### src/rtl/fxp_pkg.sv
// Shared fixed-point arithmetic package.
// Sequencer encoding and helpers for the multiplier and divider.
package fxp_pkg;

  localparam logic [1:0] FXP_IDLE = 2'd0;
  localparam logic [1:0] FXP_CALC = 2'd1;
  localparam logic [1:0] FXP_FIN  = 2'd2;

  // One encoding serves both the restoring divider and the multiplier
  typedef enum logic [1:0] {
    IDLE = FXP_IDLE,
    CALC = FXP_CALC,
    FIN  = FXP_FIN
  } fxp_state_t;

  function automatic int fxp_cnt_w(input int n);
    return $clog2(n) + 1;
  endfunction

  function automatic logic [63:0] fxp_sat(input int n);
    return (n >= 64) ? '1 : ((64'd1 << n) - 64'd1);
  endfunction

endpackage

### src/rtl/fxp_mul_seq_if.sv
// Start/done handshake bundle for the sequential fixed-point multiplier.
// The master issues operands; the slave returns the product.
interface fxp_mul_seq_if #(
  parameter int N = 8
);

  logic         start;
  logic [N-1:0] a;
  logic [N-1:0] b;
  logic         busy;
  logic [N-1:0] P;
  logic         ovf;
  logic         done;

  modport master (
    output start, a, b,
    input  busy, P, ovf, done
  );

  modport slave (
    input  start, a, b,
    output busy, P, ovf, done
  );

endinterface

### src/rtl/fxp_mul_seq.sv
// Sequential unsigned fixed-point shift-add multiplier.
// One multiplier bit per clock; saturates when the product overflows.
module fxp_mul_seq
  import fxp_pkg::*;
#(
  parameter int N   = 8,
  parameter int DEC = 4
) (
  input  logic         clk,
  input  logic         reset,
  fxp_mul_seq_if.slave bus
);

  localparam int CNT_W = fxp_cnt_w(N);
  localparam logic [CNT_W-1:0] LAST = CNT_W'(N - 1);
  localparam logic [N-1:0] SAT = N'(fxp_sat(N));

  fxp_state_t     state;
  logic [N-1:0]   mc;
  logic [N-1:0]   mr;
  logic [2*N-1:0] acc;
  logic [CNT_W-1:0] cnt;
  logic [N-1:0]   p_q;
  logic           ovf_q;
  logic           done_q;
  logic           busy_q;

  logic [2*N-1:0] mc_x;

  assign mc_x = {{N{1'b0}}, mc};

  always_ff @(posedge clk or posedge reset) begin
    if (reset) begin
      state  <= IDLE;
      mc     <= '0;
      mr     <= '0;
      acc    <= '0;
      cnt    <= '0;
      p_q    <= '0;
      ovf_q  <= 1'b0;
      done_q <= 1'b0;
      busy_q <= 1'b0;
    end else begin
      unique case (state)
        IDLE: begin
          done_q <= 1'b0;
          if (bus.start) begin
            mc     <= bus.a;
            mr     <= bus.b;
            acc    <= '0;
            cnt    <= '0;
            busy_q <= 1'b1;
            state  <= CALC;
          end
        end
        CALC: begin
          if (mr[0]) begin
            acc <= acc + (mc_x << cnt);
          end
          mr  <= mr >> 1;
          cnt <= cnt + CNT_W'(1);
          if (cnt == LAST) begin
            state <= FIN;
          end
        end
        FIN: begin
          // Anything above the kept window means the result cannot fit
          if ((acc >> (N + DEC)) != '0) begin
            p_q   <= SAT;
            ovf_q <= 1'b1;
          end else begin
            p_q   <= N'(acc >> DEC);
            ovf_q <= 1'b0;
          end
          done_q <= 1'b1;
          busy_q <= 1'b0;
          state  <= IDLE;
        end
        default: begin
          busy_q <= 1'b0;
          state  <= IDLE;
        end
      endcase
    end
  end

  assign bus.P    = p_q;
  assign bus.ovf  = ovf_q;
  assign bus.done = done_q;
  assign bus.busy = busy_q;

endmodule
### src/flat_wrapper.sv
// flat-port wrapper written by rule: the top's interface ports become plain ports
module fxp_mul_seq_flat import fxp_pkg::*;
#(
  parameter int N   = 8,
  parameter int DEC = 4
)
  (clk, reset, bus_start, bus_a, bus_b, bus_busy, bus_P, bus_ovf, bus_done);
  fxp_mul_seq_if #(.N(N)) bus_i ();
  input  logic clk;
  input  logic reset;
  input wire logic [$bits(bus_i.start)-1:0] bus_start;
  input wire logic [$bits(bus_i.a)-1:0] bus_a;
  input wire logic [$bits(bus_i.b)-1:0] bus_b;
  output wire logic [$bits(bus_i.busy)-1:0] bus_busy;
  output wire logic [$bits(bus_i.P)-1:0] bus_P;
  output wire logic [$bits(bus_i.ovf)-1:0] bus_ovf;
  output wire logic [$bits(bus_i.done)-1:0] bus_done;
  assign bus_i.start = bus_start;
  assign bus_i.a = bus_a;
  assign bus_i.b = bus_b;
  assign bus_busy = bus_i.busy;
  assign bus_P = bus_i.P;
  assign bus_ovf = bus_i.ovf;
  assign bus_done = bus_i.done;
  fxp_mul_seq #(.N(N), .DEC(DEC)) u_core (.clk(clk), .reset(reset), .bus(bus_i));
endmodule
### config.mk
export PLATFORM = sky130hd
export DESIGN_NAME = fxp_mul_seq_flat
export DESIGN_NICKNAME = d
export VERILOG_FILES = /design/src/rtl/fxp_pkg.sv /design/src/rtl/fxp_mul_seq_if.sv /design/src/rtl/fxp_mul_seq.sv /design/src/flat_wrapper.sv
export SDC_FILE = /design/constraint.sdc
export NUM_CORES = 1
export LEC_CHECK = 0
export CORE_UTILIZATION = 48
export CTS_CLUSTER_SIZE = 10
export DETAILED_ROUTE_END_ITERATION = 8
export PLACE_DENSITY = 0.71
export SLEW_MARGIN = 20
export SYNTH_ARGS = -nofsm -noshare
export SYNTH_HDL_FRONTEND = slang
export SYNTH_SLANG_ARGS = --single-unit
### constraint.sdc
create_clock -name clk -period 3.7 [get_ports clk]
set_input_delay 0.74 -clock clk [delete_from_list [all_inputs] [get_ports clk]]
set_output_delay 0.74 -clock clk [all_outputs]
set_load 0.02 [all_outputs]
[After elaboration in Yosys (flattened, before gate mapping)]
Index checks and enable logic that the tools add are counted.
Operators by class
  add/sub/neg operators: 2
  eq/ne operators: 6
  shift operators: 1
  multiplexer cells: 15
  bitwise logic cells: 1
  reductions and logical operators: 9
Operators with widths (number)
  $mux 16: 2
  $pmux 16 s2: 1
  $add 16x16->16: 1
  $mux 8: 2
  $pmux 8 s2: 1
  $reduce_bool 16->1: 1
  $shl 8x4->16: 1
  $pmux 4 s2: 1
  $reduce_and 2->1: 4
  $add 4x1->4 const B: 1
  $eq 4x3->1 const B: 1
  $mux 2: 2
  $mux 4: 1
  $ne 2x1->1 const B: 2
  $pmux 1 s2: 2
  $pmux 2 s2: 1
  $reduce_bool 2->1: 2
  $reduce_and 3->1: 1
  $eq 2x1->1 const B: 1
  $eq 2x2->1 const B: 1
  $logic_not 2->1: 1
  $mux 1: 2
  $ne 2x2->1 const B: 1
  $not 1->1: 1
Word-level totals
  bits in registers: 49
  input bits: 19

[Longest topological paths before layout]
Gate-level depths: netlist of the first run.
  depth in word-level cells: 4
  depth in mapped cells: 15
  mapped depth without buffers: 13

[Least setup slack after synthesis of the first run]
No wires, ideal clock.
  path kind: reg2reg
  start point: register u_core.cnt[0]
  end point: register u_core.acc[12]
  setup time: 0.133 ns
  arrival: 2.613 ns
  required time: 3.567 ns
  path slack: 0.954 ns
  cell stages (with the launch flop): 11
  buffers on the path: 1
  cell sequence: dfrtp_1 -> buf_6 -> mux4_2 -> mux2i_4 -> nor2_1 -> ha_1 -> a2111o_1 -> o2111a_1 -> o221ai_1 -> xor2_1 -> o21ai_0
Between the ends
  word-level cells in the longest chain between the ends: 4
RTL lines
  start, declared: line fxp_mul_seq.sv:22  | logic [CNT_W-1:0] cnt;
  start signal, assigned: line fxp_mul_seq.sv:61  | cnt <= cnt + CNT_W'(1);
  $shl 8x4->16: line fxp_mul_seq.sv:58  | acc <= acc + (mc_x << cnt);
  $add 16x16->16: line fxp_mul_seq.sv:58
  $mux 16: line fxp_mul_seq.sv:57  | if (mr[0]) begin
  $pmux 16 s2: line fxp_mul_seq.sv:44  | unique case (state)
  end signal, assigned: line fxp_mul_seq.sv:58
  end, declared: line fxp_mul_seq.sv:21  | logic [2*N-1:0] acc;
No other way between the ends. The select of a mux whose other input is x is not followed.
A chain may end at the register's enable or synchronous reset.

[Worst setup path in the final report of the first run]
  start point: register u_core.cnt[1]
  end point: register u_core.acc[15]
Same word-level chain as after synthesis.

==> qor.log, run 1 <==
INFO  placed_design  port_buffer_count=29
INFO  setup_path     timing_worst_setup_path_type=reg2reg
INFO  power_and_ir_drop internal_power=1.72mW
INFO  sta            min_period_over_period=89.0%
INFO  sta            timing.setup.tns=0ps
INFO  finish         layout_common_cells=nand2_1 (99), dfrtp_1 (49), o21ai_0 (35), clkdlybuf4s50_1 (29)
INFO  cts            h-tree-depth=2
INFO  cts            root_buffer_selected_by_cts=clkbuf_8
INFO  drt            number_of_vias_in_the_routed_layout=2506
INFO  power_and_ir_drop static-leakage-power=1.59nW
INFO  logic_synthesis yosys-mux-area-fraction=6.66%
INFO  finish         layout_commonest_cell=nand2_1
INFO  setup_path     critical_path_required=3930ps
INFO  global_routing grt_most_used_layer=met2
INFO  finish         num_antenna_cells=0
INFO  power_and_ir_drop total_power=3.19mW
INFO  finish         fillerInstances=591
INFO  floorplan      top_level_ports=30
INFO  power_and_ir_drop switching_share=46.2%
INFO  finish         multi_input_comb_area=1740squm
INFO  drt            initialDrtViolationCount=172
INFO  logic_synthesis asyncSetResetFlopFracSynth=100%
INFO  cts            hold_buffers=0
INFO  finish         utilization=57.8%
INFO  drt            route.detailed.wl_per_inst=14.0microns
INFO  global_routing grtUsageMet3=3.44%
INFO  floorplan      floorplan.initialDensity=50.8%
INFO  floorplan      die-width=81.9microns
INFO  sta            timing.slew.headroom=36.0%
INFO  placed_design  detailed_place_hpwl=4.79mm
INFO  placed_design  final_weighted_congestion_of_routability_driven_global_placement=0.856
INFO  sta            slew_violations=0
INFO  cts            cts_inserted_buffers=5
INFO  global_routing gr-total-overflow=0
INFO  sta            worst-slew-pin-transition=956ps
INFO  setup_path     kind_of_launch_point_of_the_worst_setup_path=register
INFO  setup_path     cp.arrival=3530ps
INFO  drt            detailedRoute.firstPassIterationCount=4
INFO  power_and_ir_drop clock_power_share=10.2%
INFO  floorplan      row_count=28
INFO  logic_synthesis synthesis.yosys.warnings=0
INFO  global_routing groute.usage.overall=21.9%
INFO  finish         final_nets=414
INFO  min_path       timing.hold.worst.class=reg2reg
INFO  drt            drc=0
INFO  logic_synthesis sequential_to_total_area_share_from_yosys_stat=40.0%
INFO  logic_synthesis synth_adder_area_share=7.19%
INFO  global_routing grt_use_met2=34.6%
INFO  finish         sequential_standard_cell_area=1230squm
INFO  logic_synthesis synth_enable_flop_cells=0
INFO  cts            clock_tree_from_tritoncts=built
INFO  floorplan      die_h=81.9microns
INFO  setup_path     worst_path_max_delay_cell=dfrtp_1
INFO  cts            tritoncts_num_sinks=49
INFO  drt            drt_wl_total=6.36mm
INFO  sta            setup_slack=406ps
INFO  setup_path     critPathTopFamily=multiplexers
INFO  logic_synthesis synth-compound-area-share=18.3%
INFO  cts            cts.repair_timing.setup_buffer_count=0
INFO  logic_synthesis yosys.area_share.simple=21.5%
INFO  setup_path     cpMostUsedCell=mux2i_1
INFO  logic_synthesis synth_area_per_cell=8.58squm
INFO  logic_synthesis largest_family_of_logic_cells_by_synthesized_area=simple AND/OR/NAND/NOR gates
INFO  drt            post_drt_antenna_nets=0
INFO  power_and_ir_drop p_switching=1.47mW
INFO  global_routing number_of_antenna_violations_at_the_first_check_in_global_routing=0
INFO  global_routing first_global_vias=2310
INFO  setup_path     setup.worst_path.end_class=register
INFO  cts            clk_pin_slew=90ps
INFO  power_and_ir_drop seqPwrFrac=32.3%
INFO  cts            clk_latency=310ps
INFO  sta            setup_violations=0
INFO  floorplan      floorplan.core_area=6030squm
INFO  sta            hold_viol=0
INFO  global_routing global_route_wire_length_before_repair=11.2mm
INFO  sta            skew=5.66ps
INFO  finish         final_layout_size_suffix_gt1_share=6.07%
INFO  logic_synthesis synth-xor-area-share=3.15%
INFO  logic_synthesis most_common_flop_cell_mapped_by_yosys=dfrtp_1
INFO  setup_path     max_stage_delay=750ps
INFO  sta            max_clock_freq=0.304GHz
INFO  job            drv_cap=0
INFO  finish         area_growth_syn_to_layout=13.8%
INFO  setup_path     reg2reg_setup_slack=410ps
INFO  global_routing gr_met1_demand_resource=31.0%
INFO  setup_path     cp_max_fo=19
INFO  logic_synthesis synth_seq_cells=49
INFO  cts            cts_resized=0
INFO  sta            rsz0062_at_grt=no
INFO  sta            final_period_minus_worst_setup_slack=3290ps
INFO  drt            vias_per_cell=5.52
INFO  placed_design  detailedPlace.worstSlack=427ps
INFO  floorplan      floorplan_die_area=6700squm
INFO  logic_synthesis synth.net_count=393
INFO  global_routing pin_count_of_the_biggest_net_entering_global_routing=50
INFO  setup_path     cp_cell_sequence=mux2i_1 > mux2_2 > mux2i_1 > nand2_1 > o21ai_0 > ha_1 > a21oi_1 > o311ai_0 > a21oi_1 > a21oi_1 > mux2i_1 > mux2i_1
INFO  power_and_ir_drop power_per_cell_area=915nW/um^2
INFO  logic_synthesis synth_cell_type_count=49
INFO  setup_path     critPathBufInv=0
INFO  logic_synthesis synth_area=3060squm
INFO  power_and_ir_drop max-vdd-ir-drop=0.378mV
INFO  power_and_ir_drop comb_power_share=57.5%
INFO  outcome        result_of_the_run=finished, final reports clean
INFO  logic_synthesis postSynthCellCount=357
INFO  cts            buffer_depth_of_the_longest_clock_path=2
## metrics by stage
stage,hold slack (ps),instances,cell area (sq um)
6_report,482,454,3480
5_1_grt,509,454,3480
4_1_cts,485,454,3480
3_5_place_dp,463,446,3390
3_3_place_gp,458,446,3390
2_1_floorplan,446,357,3060
## state kept, by name, summed over array words and instances, names as in the netlist
name,flops
u_core.state,2
u_core.bus.ovf,1
u_core.acc,16
u_core.bus.busy,1
u_core.mr,8
u_core.bus.P,8
u_core.mc,8
u_core.cnt,4
u_core.bus.done,1
## worst register-to-register path, stage by stage, from the launching register on
cell      delay [ps]
dfrtp_1          750
mux2i_1          190
mux2_2           310
mux2i_1          160
nand2_1           70
o21ai_0          160
ha_1             360
a21oi_1          380
o311ai_0         210
a21oi_1          170
a21oi_1           70
mux2i_1          200
mux2i_1          210
## final cells by class
cell class / instances / area share (%)
multi-input combinational: 284 / 50.0
tap: 75 / 2.69
clock buffer: 5 / 1.97
sequential: 49 / 35.2
inverter: 7 / 0.790
timing repair buffer: 31 / 8.76
clock inverter: 3 / 0.610
## power by group through the flow
stage | logic [mW] | clock network (mW) | registers, mW
final | 1.83 | 0.325 | 1.03
after global routing | 2.07 | 0.356 | 1.07
after CTS | 1.84 | 0.336 | 1.03
after detailed placement | 1.83 | 0 | 1.04
after global placement | 1.79 | 0 | 1.03
after floorplan | 1.48 | 0 | 0.947
## cells in the mapped netlist, drive strengths merged (3+ instances only)
library cell	count	share of area, %
nand2	99	12
dfrtp	49	40
o21ai	36	5.9
ha	16	6.5
nor2	16	2.0
clkbuf	15	1.8
a21oi	14	2.3
nand3	10	1.6
mux2i	9	3.4
a22oi	7	1.7
inv	7	0.86
nor2b	7	1.5
xnor2	6	1.7
mux2	5	1.8
nand2b	5	1.0
nor3	5	0.82
xor2	5	1.4
and2	4	0.82
o211ai	4	0.98
a21o	3	0.74
a22o	3	0.86
nand4	3	0.61
o22ai	3	0.61
## logic make-up (layout without fill, tap and decap cells)
group,after synthesis,count (layout)
buf+inv,24,46
fa+ha+maj,17,17
mux,16,16
simple gates,153,153
compound gates,87,87
flops,49,49
xor+xnor,11,11
## per-layer routing
metal	wire length [microns]	part of all wire (%)
met1	3170	50
met2	2850	45
met3	258	4.1
met4	87	1.4
met5	0	0
## worst paths after layout
path	start	endpoint	depth (start not counted)
hold reg to reg	u_core.bus.ovf	u_core.bus.ovf	2
hold / removal	u_core.bus.ovf	u_core.bus.ovf	2
min in group asynchronous	reset	u_core.bus.done	2
setup / recovery	u_core.cnt[1]	u_core.acc[15]	12
max in group asynchronous	reset	u_core.mc[6]	2
setup reg to reg	u_core.cnt[1]	u_core.acc[15]	12
Power figures use the tool's default switching activity.
==> run 2, diff against run 1 <==
Clock period 3.7 ns to 3.68 ns, I/O delays scaled along.
==> results of run 2 <==
The final DEF is identical to that of run 1. Status: finished, final reports clean.
Main changes from that run: setup slack after placement 427 ps -> 407 ps; setup slack after layout 406 ps -> 386 ps; register-to-register setup slack 410 ps -> 390 ps; total power 3.19 mW -> 3.21 mW; worst IR drop on VDD 0.378 mV -> 0.380 mV
==> run 3, diff against run 2 <==
==> constraint.sdc (replaced) <==
create_clock -name clk -period 3.68 [get_ports clk]
set_input_delay 0.368 -clock clk [delete_from_list [all_inputs] [get_ports clk]]
set_output_delay 0.368 -clock clk [all_outputs]
set_load 0.02 [all_outputs]
==> results of run 3 <==
The final DEF is identical to that of run 1. Status: finished, final reports clean.
Main changes from that run: setup slack after placement 427 ps -> 407 ps; setup slack after layout 406 ps -> 386 ps; register-to-register setup slack 410 ps -> 390 ps; total power 3.19 mW -> 3.21 mW; worst IR drop on VDD 0.378 mV -> 0.380 mV
==> RTL edit: new RTL, config.mk and constraints of run 3 <==
Reset style: synchronous (`reset`), changed in one clocked block.
--- a/src/rtl/fxp_mul_seq.sv
+++ b/src/rtl/fxp_mul_seq.sv
@@ -29,7 +29,7 @@
 
   assign mc_x = {{N{1'b0}}, mc};
 
-  always_ff @(posedge clk or posedge reset) begin
+  always_ff @(posedge clk) begin
     if (reset) begin
       state  <= IDLE;
       mc     <= '0;
Behaviour: differs if reset is asserted again (counterexample within 4 cycles, from zero or initial values and one cycle with reset high); with reset held inactive, the same outputs for 10 cycles.
==> RTL edit against run 3 <==
- wire length up 12%
- sequential cell count unchanged
- design area down 0.36%
- area after synthesis down 1.4%
- setup slack better by 0.026 ns
- fmax up 0.81%
- critical path type unchanged
- critical endpoint is now u_core.acc[15]
- highest routed layer unchanged
Power is not compared: it rests on default switching activity, and its combinational part moved more than twofold at a synthesized area within 25%.
==> RTL edit: results (changes against run 3) <==
[metrics] final wirelength: 7150 µm (+12%)
[metrics] total routing resource utilization after global routing: 0.233 (+0.0143)
[metrics] instance area at placement: 3350 µm² (-1.4%)
[metrics] sequential share of the synthesized area: 0.325 (-0.0754)
[metrics] depth of the most critical reg-to-reg path: 11 (-1)
[metrics] critical-path maximum fanout: 6 (-13)
[metrics] RR Endpoint: u_core.acc[15]
[metrics] Worst Min Path Start: u_core.bus.done
[metrics] net count of the mapped netlist: 420 (+6.9%)
[metrics] fraction of final layout cells with drive strength greater than 1: 0.0819 (+0.0212)
[metrics] clock skew: 0.00544 ns (-0.000215 ns)
[metrics] per-cell via count in the routed design: 5.69 (+3.2%)
[metrics] end point of the worst hold path: u_core.bus.done
[metrics] most numerous cell types in the synthesized netlist: 77 x sky130_fd_sc_hd__nand2_1, 49 x sky130_fd_sc_hd__dfxtp_1, 39 x sky130_fd_sc_hd__nor2_1, 30 x sky130_fd_sc_hd__a21oi_1, 19 x sky130_fd_sc_hd__clkbuf_1
[metrics] worst reg2reg setup slack: 0.41 ns (+0.03 ns)
[metrics] Main synth FF type: sky130_fd_sc_hd__dfxtp_1
[metrics] Slew headroom: 0.462 (+0.102)
[metrics] standard cell with the maximum stage delay on the critical path: sky130_fd_sc_hd__mux4_2
[metrics] detailed-routing wirelength on met1: 3660 µm (+15%)
[metrics] largest net degree at the start of global routing: 37 (-26%)
[metrics] Nets: 438 (+5.8%)
[metrics] worst setup slack before clock tree synthesis: 0.171 ns (-0.236 ns)
[metrics] source of the critical timing path: u_core.cnt[2]
[metrics] status: complete, no violations
[metrics] detailed-placement wirelength estimate: 5270 µm (+10%)
[metrics] WL met3: 272 µm (+5.4%)
[metrics] wire length of the first global-routing pass: 11800 µm (+5.1%)
[metrics] Met2 Wirelength: 3110 µm (+9.3%)
[metrics] fraction of synthesis flops using an asynchronous set or reset pin: 0 (-1.00)
[metrics] vias in the first global route: 2460 (+6.5%)
[metrics] final weighted congestion in routability-driven placement: 0.894 (+4.4%)
-- RTL edit: layout make-up --
class	instances	area, µm²
inverter	7	26.3
clock inverter	2	37.5
fill	554	2520
multi-input combinational	305	1920
tap	75	93.8
clock buffer	6	82.6
timing repair buffer	34	328
sequential	49	986
-- RTL edit: worst max path at each step --
stage | to | slack, ns | cells after the start
2_1_floorplan | u_core.acc[15] | 0.59 | 14
3_3_place_gp | u_core.acc[15] | 0.35 | 13
3_5_place_dp | u_core.acc[15] | 0.17 | 11
4_1_cts | u_core.acc[15] | 0.13 | 12
5_1_grt | u_core.acc[15] | 0.02 | 12
6_report | u_core.acc[15] | 0.41 | 11
-- RTL edit: worst max-delay path: cells and delay by family (launching register included) --
kind            cells  cell delay [ns]
flops               1             0.47
compound gates      5             1.07
simple gates        3             0.41
mux                 2             0.78
fa+ha+maj           1             0.40
-- RTL edit: cells by family (layout without fill, tap and decap cells) --
logic type / count (synthesis) / count (layout) / synth area share
compound gates: 98 / 98 / 0.217
xor+xnor: 11 / 11 / 0.0319
fa+ha+maj: 17 / 17 / 0.0730
buf+inv: 30 / 49 / 0.0410
flops: 49 / 49 / 0.325
mux: 14 / 14 / 0.0609
simple gates: 165 / 165 / 0.251
-- RTL edit: layer usage --
layer | GRT usage | up-vias
li1 | - | 1397
met1 | 0.330 | 1259
met2 | 0.358 | 57
met3 | 0.0348 | 9
met4 | 0.0768 | 0
met5 | 0 | -
-- RTL edit: repair_timing --
item,4_1_cts,5_1_grt
setup endpoints to repair,0,1
hold buffers,0,0
endpoints found under the hold margin,0,0
resized for setup,0,3
-- RTL edit: per-stage QoR --
stage               hold slack, ns  cells
global route                 0.488    478
detailed placement           0.448    470
CTS                          0.461    478
floorplan                    0.448    384
finish                       0.457    478
global placement             0.443    470
